[src/rtl/ctrl_pkg.sv]
`default_nettype none
// ============================================================================
// Module      : ctrl_pkg
// Description : Shared types for the decoder control bundle. Defines the
//               control word, the NOP word, ALUOp encodings and the
//               pipeline drain states.
// Revision    : 1.0 - initial release
// ============================================================================
package ctrl_pkg;

    localparam int ALUOP_W = 2;

    localparam logic [ALUOP_W-1:0] ALUOP_MEM    = 2'b00;  // LW / SW address add
    localparam logic [ALUOP_W-1:0] ALUOP_BRANCH = 2'b01;  // branch compare
    localparam logic [ALUOP_W-1:0] ALUOP_RTYPE  = 2'b10;  // R/I-type, funct decoded
    localparam logic [ALUOP_W-1:0] ALUOP_JALR   = 2'b11;  // JALR target add

    // Field order is fixed: alu_src is the MSB, halt the LSB (11 bits).
    typedef struct packed {
        logic               alu_src;
        logic               mem_to_reg;
        logic               reg_write;
        logic               mem_read;
        logic               mem_write;
        logic [ALUOP_W-1:0] alu_op;
        logic               branch;
        logic               jalr_sel;
        logic               jal_sel;
        logic               halt;
    } ctrl_t;

    localparam ctrl_t CTRL_NOP = '0;

    localparam logic [1:0] ST_RUN    = 2'd0;
    localparam logic [1:0] ST_DRAIN  = 2'd1;
    localparam logic [1:0] ST_HALTED = 2'd2;

    typedef enum logic [1:0] {
        PS_RUN    = ST_RUN,
        PS_DRAIN  = ST_DRAIN,
        PS_HALTED = ST_HALTED
    } pipe_state_e;

endpackage : ctrl_pkg
`default_nettype wire

[src/rtl/hazard_detect.sv]
`default_nettype none
// ============================================================================
// Module      : hazard_detect
// Description : Load-use hazard compare between the load sitting in EX and
//               the source registers of the instruction in ID. Register 0
//               is hard-wired zero and never creates a dependency.
// Revision    : 1.0 - initial release
// ============================================================================
module hazard_detect
    import ctrl_pkg::*;
#(
    parameter int REG_AW = 5
) (
    input  logic              ex_valid,
    input  logic              ex_mem_read,
    input  logic [REG_AW-1:0] ex_rd,
    input  logic              id_valid,
    input  logic [REG_AW-1:0] id_rs1,
    input  logic [REG_AW-1:0] id_rs2,
    output logic              load_use
);

    logic rd_nonzero;
    logic src_match;

    // A valid load in EX whose nonzero destination feeds either ID source.
    always_comb begin
        rd_nonzero = |ex_rd;
        src_match  = (ex_rd == id_rs1) || (ex_rd == id_rs2);
        load_use   = ex_valid && ex_mem_read && rd_nonzero && src_match && id_valid;
    end

endmodule : hazard_detect
`default_nettype wire

[src/rtl/ctrl_pipe.sv]
`default_nettype none
// ============================================================================
// Module      : ctrl_pipe
// Description : Carries the ID-stage control word through EX/MEM/WB with
//               valid bits and destination register. Generates load-use
//               stall, EX-redirect flush and runs the Halt drain FSM.
// Revision    : 1.0 - initial release
// ============================================================================
module ctrl_pipe
    import ctrl_pkg::*;
#(
    parameter int REG_AW = 5
) (
    input  logic              clk,
    input  logic              reset_n,
    input  logic              id_valid,
    input  ctrl_t             id_ctrl,
    input  logic [REG_AW-1:0] id_rs1,
    input  logic [REG_AW-1:0] id_rs2,
    input  logic [REG_AW-1:0] id_rd,
    input  logic              ex_redirect,
    output ctrl_t             ex_ctrl,
    output logic [REG_AW-1:0] ex_rd,
    output ctrl_t             mem_ctrl,
    output logic [REG_AW-1:0] mem_rd,
    output ctrl_t             wb_ctrl,
    output logic [REG_AW-1:0] wb_rd,
    output logic              stall,
    output logic              flush,
    output logic              halted
);

    logic              ex_valid_q,  ex_valid_d;
    ctrl_t             ex_ctrl_q,   ex_ctrl_d;
    logic [REG_AW-1:0] ex_rd_q,     ex_rd_d;
    logic              mem_valid_q, mem_valid_d;
    ctrl_t             mem_ctrl_q,  mem_ctrl_d;
    logic [REG_AW-1:0] mem_rd_q,    mem_rd_d;
    logic              wb_valid_q,  wb_valid_d;
    ctrl_t             wb_ctrl_q,   wb_ctrl_d;
    logic [REG_AW-1:0] wb_rd_q,     wb_rd_d;
    pipe_state_e       state_q,     state_d;

    logic load_use;
    logic redirect_eff;
    logic accept;
    logic pipe_empty;

    hazard_detect #(
        .REG_AW (REG_AW)
    ) u_hazard_detect (
        .ex_valid    (ex_valid_q),
        .ex_mem_read (ex_ctrl_q.mem_read),
        .ex_rd       (ex_rd_q),
        .id_valid    (id_valid),
        .id_rs1      (id_rs1),
        .id_rs2      (id_rs2),
        .load_use    (load_use)
    );

    // Flush/stall arbitration; flush wins and the FSM stalls while draining.
    always_comb begin
        redirect_eff = ex_redirect && ex_valid_q;
        flush        = redirect_eff;
        stall        = (load_use && !redirect_eff) || (state_q != PS_RUN);
        accept       = id_valid && !stall && !flush && (state_q == PS_RUN);
        pipe_empty   = !(ex_valid_q || mem_valid_q || wb_valid_q);
    end

    // Stage advance: ID->EX only on accept (Halt enters as a bubble), later stages always move.
    always_comb begin
        ex_valid_d  = 1'b0;
        ex_ctrl_d   = CTRL_NOP;
        ex_rd_d     = '0;
        if (accept && !id_ctrl.halt) begin
            ex_valid_d = 1'b1;
            ex_ctrl_d  = id_ctrl;
            ex_rd_d    = id_rd;
        end
        mem_valid_d = ex_valid_q;
        mem_ctrl_d  = ex_ctrl_q;
        mem_rd_d    = ex_rd_q;
        wb_valid_d  = mem_valid_q;
        wb_ctrl_d   = mem_ctrl_q;
        wb_rd_d     = mem_rd_q;
    end

    // Halt drain FSM: HALTED is left only through reset.
    always_comb begin
        state_d = state_q;
        case (state_q)
            PS_RUN:    if (accept && id_ctrl.halt) state_d = PS_DRAIN;
            PS_DRAIN:  if (pipe_empty)             state_d = PS_HALTED;
            PS_HALTED: state_d = PS_HALTED;
            default:   state_d = PS_RUN;
        endcase
    end

    // Pipeline and state registers with asynchronous clear.
    always_ff @(posedge clk or negedge reset_n) begin
        if (!reset_n) begin
            ex_valid_q  <= 1'b0;
            ex_ctrl_q   <= CTRL_NOP;
            ex_rd_q     <= '0;
            mem_valid_q <= 1'b0;
            mem_ctrl_q  <= CTRL_NOP;
            mem_rd_q    <= '0;
            wb_valid_q  <= 1'b0;
            wb_ctrl_q   <= CTRL_NOP;
            wb_rd_q     <= '0;
            state_q     <= PS_RUN;
        end else begin
            ex_valid_q  <= ex_valid_d;
            ex_ctrl_q   <= ex_ctrl_d;
            ex_rd_q     <= ex_rd_d;
            mem_valid_q <= mem_valid_d;
            mem_ctrl_q  <= mem_ctrl_d;
            mem_rd_q    <= mem_rd_d;
            wb_valid_q  <= wb_valid_d;
            wb_ctrl_q   <= wb_ctrl_d;
            wb_rd_q     <= wb_rd_d;
            state_q     <= state_d;
        end
    end

    // Stage outputs are forced to NOP when the stage holds no instruction.
    always_comb begin
        ex_ctrl  = ex_valid_q  ? ex_ctrl_q  : CTRL_NOP;
        mem_ctrl = mem_valid_q ? mem_ctrl_q : CTRL_NOP;
        wb_ctrl  = wb_valid_q  ? wb_ctrl_q  : CTRL_NOP;
        ex_rd    = ex_rd_q;
        mem_rd   = mem_rd_q;
        wb_rd    = wb_rd_q;
        halted   = (state_q == PS_HALTED);
    end

endmodule : ctrl_pipe
`default_nettype wire

[config.mk]
export PLATFORM = sky130hd
export DESIGN_NAME = ctrl_pipe
export DESIGN_NICKNAME = d
export VERILOG_FILES = /design/src/rtl/ctrl_pkg.sv /design/src/rtl/hazard_detect.sv /design/src/rtl/ctrl_pipe.sv
export SDC_FILE = /design/constraint.sdc
export NUM_CORES = 1
export LEC_CHECK = 0
export ABC_CLOCK_PERIOD_IN_PS = 3350
export CAP_MARGIN = 0
export CORE_MARGIN = 3
export CORE_UTILIZATION = 49
export CTS_CLUSTER_SIZE = 28
export DETAILED_ROUTE_END_ITERATION = 8
export DONT_BUFFER_PORTS = 1
export GPL_TIMING_DRIVEN = 0
export PLACE_DENSITY = 0.74
export SYNTH_ARGS = -nofsm -noshare
export SYNTH_HDL_FRONTEND = slang
export SYNTH_HIERARCHICAL = 1
export SYNTH_SLANG_ARGS = --single-unit
[constraint.sdc]
create_clock -name clk -period 3.35 [get_ports clk]
set_input_delay 0.5025 -clock clk [delete_from_list [all_inputs] [get_ports clk]]
set_output_delay 0.5025 -clock clk [all_outputs]
set_load 0.1 [all_outputs]
Word level (Yosys, flattened, before mapping)

Index checks and enable logic that the tools add are counted.

Register bits: 53
Bits of input ports: 30
Output and inout port bits: 51

Equal/unequal tests: 6
Multiplexer cells: 9
Reductions and logical operators: 22

Operator list:

| cell                                                                  | count |
|---|---|
| 11-bit two-way mux                                                    | 4 |
| 1-bit logical AND                                                     | 11 |
| 5-bit equality test                                                   | 2 |
| 2-bit one-hot mux with 3 select lines                                 | 1 |
| 5-bit two-way mux                                                     | 1 |
| 5-bit OR reduction                                                    | 1 |
| 1-bit logical OR                                                      | 4 |
| 2-bit two-way mux                                                     | 2 |
| 1-bit zero test                                                       | 3 |
| 2-bit by 1-bit equality test with 1-bit output, second input constant | 1 |
| 2-bit equality test, second input constant                            | 1 |
| 2-bit zero test                                                       | 1 |
| 2-bit by 1-bit != test with 1-bit output, second input constant       | 1 |
| 2-bit != test, second input constant                                  | 1 |
| 2-bit AND reduction                                                   | 1 |
| 2-bit nonzero test                                                    | 1 |
| 1-bit two-way mux                                                     | 1 |

Logic depth before layout (Yosys ltp)

Gate-level depths: netlist of the first run.

Word-level depth: 13
Gate-level depth with buffers: 8

By module

Netlist of the first run, hierarchy kept.

By module, submodules not included:

| module        | instances | cells an instance | area an instance (µm²) | sequential area each (µm²) |
|---|---|---|---|---|
| ctrl_pipe     | 1         | 123               | 1,823.0                | 1,326.3 |
| hazard_detect | 1         | 17                | 128.9                  | 0.0 |

Worst setup path after synthesis of the first run

OpenSTA, ideal clock, no wires.

Path kind: register to output
Start point: register ex_rd_q[2], in the netlist ex_rd[2]
End point: output stall
Arrival time: 2.267 ns
Slack: 0.581 ns
Stages on the path, launching flop included: 7
Path buffers: 0
Path through: dfrtp_1 > xor2_1 > nor3_1 > nand3_1 > a21oi_1 > nand2_1 > nand2_1

Longest elaborated chain between the ends: 6

Ends and longest elaborated chain:

| element                                                          | line                                     | source |
|---|---|---|
| start: declaration                                               | ctrl_pipe.sv:35                          | `logic [REG_AW-1:0] ex_rd_q, ex_rd_d;` |
| start signal: assignment                                         | ctrl_pipe.sv:115                         | `ex_rd_q <= ex_rd_d;` |
| 5-bit equality test / 5-bit OR reduction (equally long branches) | hazard_detect.sv:29, hazard_detect.sv:28 |  |
| 1-bit logical OR / 1-bit logical AND (equally long branches)     | hazard_detect.sv:29, hazard_detect.sv:30 |  |
| 1-bit logical AND (*) (2 in a row)                               | hazard_detect.sv:30                      | `load_use = ex_valid && ex_mem_read && rd_nonzero && src_match && id_valid;` |
| net load_use                                                     | ctrl_pipe.sv:44                          | `logic load_use;` |
| 1-bit logical AND (*)                                            | ctrl_pipe.sv:65                          | `stall = (load_use && !redirect_eff) \|\| (state_q != PS_RUN);` |
| 1-bit logical OR (*)                                             | ctrl_pipe.sv:65                          |  |
| end: declaration                                                 | ctrl_pipe.sv:28                          | `output logic stall,` |

Mark *: on every way through the listed nets, which the timed path passes. The rest lies on a longest branch.

Worst setup path after layout of the first run

Start point: register ex_rd_q[3], in the netlist ex_rd[3]
End point: output stall

The elaborated chain is that of the path after synthesis.

==> results of run 1 <==
where the power goes:
part / leakage (nW) / total (mW) / internal [mW] / switching, mW
Clock: 0.0574 / 0.431 / 0.243 / 0.188
Sequential: 0.717 / 0.866 / 0.704 / 0.162
Combinational: 0.317 / 0.388 / 0.112 / 0.275
synth_stat cells:
master / number / area (sq um)
a21oi_1: 1 / 5.000
a221oi_4: 1 / 26.28
and2_1: 47 / 294.0
and2_2: 1 / 7.510
and2b_1: 2 / 15.01
buf_2: 1 / 5.000
clkbuf_1: 3 / 11.26
conb_1: 1 / 3.750
dfrtp_1: 53 / 1326
ha_1: 4 / 50.05
inv_1: 3 / 11.26
mux2_4: 2 / 30.03
nand2_1: 3 / 11.26
nand3_1: 2 / 10.01
nand3b_4: 1 / 20.02
nor3_1: 2 / 10.01
o2111ai_1: 1 / 8.760
or3_4: 1 / 11.26
or4_1: 1 / 7.510
xnor2_1: 4 / 35.03
xor2_1: 6 / 52.55
layer usage:
layer | global-route usage | vias up | wire (um)
met5 | 0 | - | 0
li1 | - | 450 | -
met3 | 0.05685 | 4 | 247
met4 | 0.06508 | 0 | 33
met1 | 0.1712 | 506 | 1262
met2 | 0.2426 | 37 | 1725
registers in the layout, summed over array words and instances, names as in the netlist:
signal       count
ex_ctrl_q       11
mem_ctrl_q      11
wb_ctrl_q       11
ex_rd            5
mem_rd           5
wb_rd            5
state_q          2
ex_valid_q       1
mem_valid_q      1
wb_valid_q       1
final cells by class:
type                            count  share of cell area
Buffer                              4            0.007519
Clock buffer                        6             0.03817
Clock inverter                      2             0.01735
Inverter                            3            0.005205
Multi-Input combinational cell     80              0.2765
Sequential cell                    53              0.6148
Tap cell                           48             0.02776
Timing Repair Buffer                1             0.01272
stage by stage:
| step | hold slack, ns | instance area [sq um] | std cells | util | setup slack, ns |
|---|---|---|---|---|---|
| floorplan | 0.2069 | 1952 | 140 | - | 0.5805 |
| finish | 0.04792 | 2163 | 197 | 0.5779 | 0.1712 |
| CTS | 0.04621 | 2160 | 197 | 0.5769 | 0.06204 |
| detailed placement | 0.2086 | 2012 | 188 | 0.5374 | 0.4069 |
| global route | 0.05120 | 2163 | 197 | 0.5779 | 0.08799 |
| global placement | 0.2081 | 2012 | 188 | 0.5374 | 0.4351 |
layout by cell type, fill, tap and decap left out:
| cell | count |
|---|---|
| dfrtp_1 | 50 |
| and2_1 | 47 |
| clkbuf_8 | 6 |
| xor2_1 | 6 |
| ha_1 | 4 |
| xnor2_1 | 4 |
| inv_1 | 3 |
| nand2_1 | 3 |
| clkbuf_1 | 3 |
| dfrtp_2 | 3 |
| and2b_1 | 2 |
| mux2_4 | 2 |
| nor3_1 | 2 |
| nand3_1 | 2 |
| nand3b_4 | 1 |
| buf_2 | 1 |
| and2_2 | 1 |
| or3_4 | 1 |
| a221oi_4 | 1 |
| bufinv_16 | 1 |
| clkinvlp_4 | 1 |
| conb_1 | 1 |
| buf_16 | 1 |
| or4_1 | 1 |
| o2111ai_1 | 1 |
| a21oi_1 | 1 |
worst max path at each step:
stage	slack [ns]	cells after the start	to	start
2_1_floorplan	0.58	6	stall	ex_rd[2]$_DFF_PN0_
3_3_place_gp	0.44	6	stall	ex_rd[2]$_DFF_PN0_
3_5_place_dp	0.41	6	stall	ex_rd[2]$_DFF_PN0_
4_1_cts	0.06	6	stall	ex_rd[2]$_DFF_PN0_
5_1_grt	0.09	5	stall	ex_rd[3]$_DFF_PN0_
6_report	0.17	5	stall	ex_rd[3]$_DFF_PN0_
what timing repair did:
item | CTS | global route
resized for setup | 0 | 3
endpoints found under the hold margin | 53 | 0
setup endpoints to repair | 0 | 1
hold buffers | 1 | 0
kinds of logic (layout without fill, tap and decap cells):
kind of cell / Yosys count / in the layout / share of synthesized area
AND/OR/NAND/NOR: 60 / 60 / 0.1981
flip-flops: 53 / 53 / 0.6795
XOR/XNOR: 10 / 10 / 0.04487
buffers and inverters: 7 / 16 / 0.01410
adder cells (fa/ha/maj): 4 / 4 / 0.02564
AO/OA/AOI/OAI: 3 / 3 / 0.02051
multiplexers: 2 / 2 / 0.01539
other: 1 / 1 / 0.001921
==> results_dict.tcl, run 1 <==
set metrics [dict create \
    netlist_area_sq_um 1952 \
    crit_path_frequent_cell "nand2_1" \
    grt_pass1_vias 1035 \
    cts_tree "built" \
    clock_skew_ns 0.004778 \
    via_per_inst 5.061 \
    start_util 0.5214 \
    cp_top_family "simple AND/OR/NAND/NOR gates" \
    io_pins 81 \
    setup_violations 0 \
    postSynthAreaPerCell_sq_um 13.94 \
    syn-num-nets 174 \
    syn2layout_area_growth_pct 10.83 \
    final.setup.tns_ns 0 \
    drcViolationCount 0 \
    crit_fanout 5 \
    critPathKind "register to primary output" \
    crit_slowest_cell "dfrtp_1" \
    drtIter0Drc 35 \
    finalCriticalPeriod_ns 3.179 \
    finalCritPeriodShare 0.9489 \
    diodes 0 \
    grt_pass1_wl_um 5485 \
    fillers 317 \
    antenna_found_initial 0 \
    ys_seq_elements 53 \
    peakVddDrop_mv 0.3568 \
    via_count 997 \
    cpPeakStageDelay_ns 0.80 \
    layout-drive-gt1-share 0.1275 \
    start_kind "register" \
    fp.dieW_um 69.12 \
    path_buf_inv 0 \
    path_cells "or4_1, o2111ai_1, a21oi_1, nand2_1, nand2_1" \
    rrSetupSlack_ns 0.61 \
    finalHoldViolations 0 \
    clock_sinks 53 \
    reg2reg_from "ex_rd[3]$_DFF_PN0_" \
    postCtsSetupRepairBufs 0 \
    htreeDepth 2 \
    design.core.area_sq_um 3744 \
    die_area_sq_um 4777 \
    cts_buffer_depth 2 \
    place_congestion 0.7267 \
    grt_util_all_layers 0.1477 \
    cap_violations 0 \
    row_count 22 \
    synthCells 140 \
    critical_path_arrival_ns 2.68 \
    cts-root-buf "clkbuf_8" \
    yosysWarningCount 6 \
    grt_overflow 0 \
    nets 182 \
    required_ns 2.85 \
    numCtsBuffers 5 \
    r2r-end "state_q[1]$_DFFE_PN0P_" \
    seqCellArea_sq_um 1330 \
    drt-total-wl_um 3268 \
    drtPass1Iterations 3 \
    dp.final_hpwl_um 2555 \
    p_leak_nw 1.091 \
    tightest_slew_ns 1.050 \
    grt_max_degree 54 \
    insertion_delay_ns 0.29 \
    multiInputGateArea_sq_um 598.1 \
    slew_violations 0 \
    path_clk_slew_ns 0.09 \
    power_mw 1.684 \
    die_y_um 69.12 \
    fmax_mhz 314.6 \
    antenna_left 0 \
    status "finished clean" \
    endpoint_kind "primary output" \
    r2r_cells 6 \
    pwr_density_cell_nw_per_um2 778.5 \
    slew_headroom 0.3003 \
    ys_types 21 \
    rsz0062_at_grt "no" \
    min_path_type "input port to asynchronous set/reset pin" \
    avgRoutedWirePerCell_um 16.59 \
    portBuffers 0 \
    ys_seq_area_frac 0.6795 \
]
No activity file was read; power rests on OpenSTA's default activity.
==> run 2, diff against run 1 <==
--- a/config.mk
+++ b/config.mk
@@ -9,12 +9,15 @@
 export CAP_MARGIN = 0
 export CORE_MARGIN = 3
 export CORE_UTILIZATION = 49
+export CTS_CLUSTER_DIAMETER = 30
 export CTS_CLUSTER_SIZE = 28
 export DETAILED_ROUTE_END_ITERATION = 8
 export DONT_BUFFER_PORTS = 1
+export GPL_ROUTABILITY_DRIVEN = 0
 export GPL_TIMING_DRIVEN = 0
 export PLACE_DENSITY = 0.74
 export SYNTH_ARGS = -nofsm -noshare
 export SYNTH_HDL_FRONTEND = slang
 export SYNTH_HIERARCHICAL = 1
 export SYNTH_SLANG_ARGS = --single-unit
+export TNS_END_PERCENT = 1
==> results of run 2 <==
Final layout, timing and power as in run 1 (identical DEF).
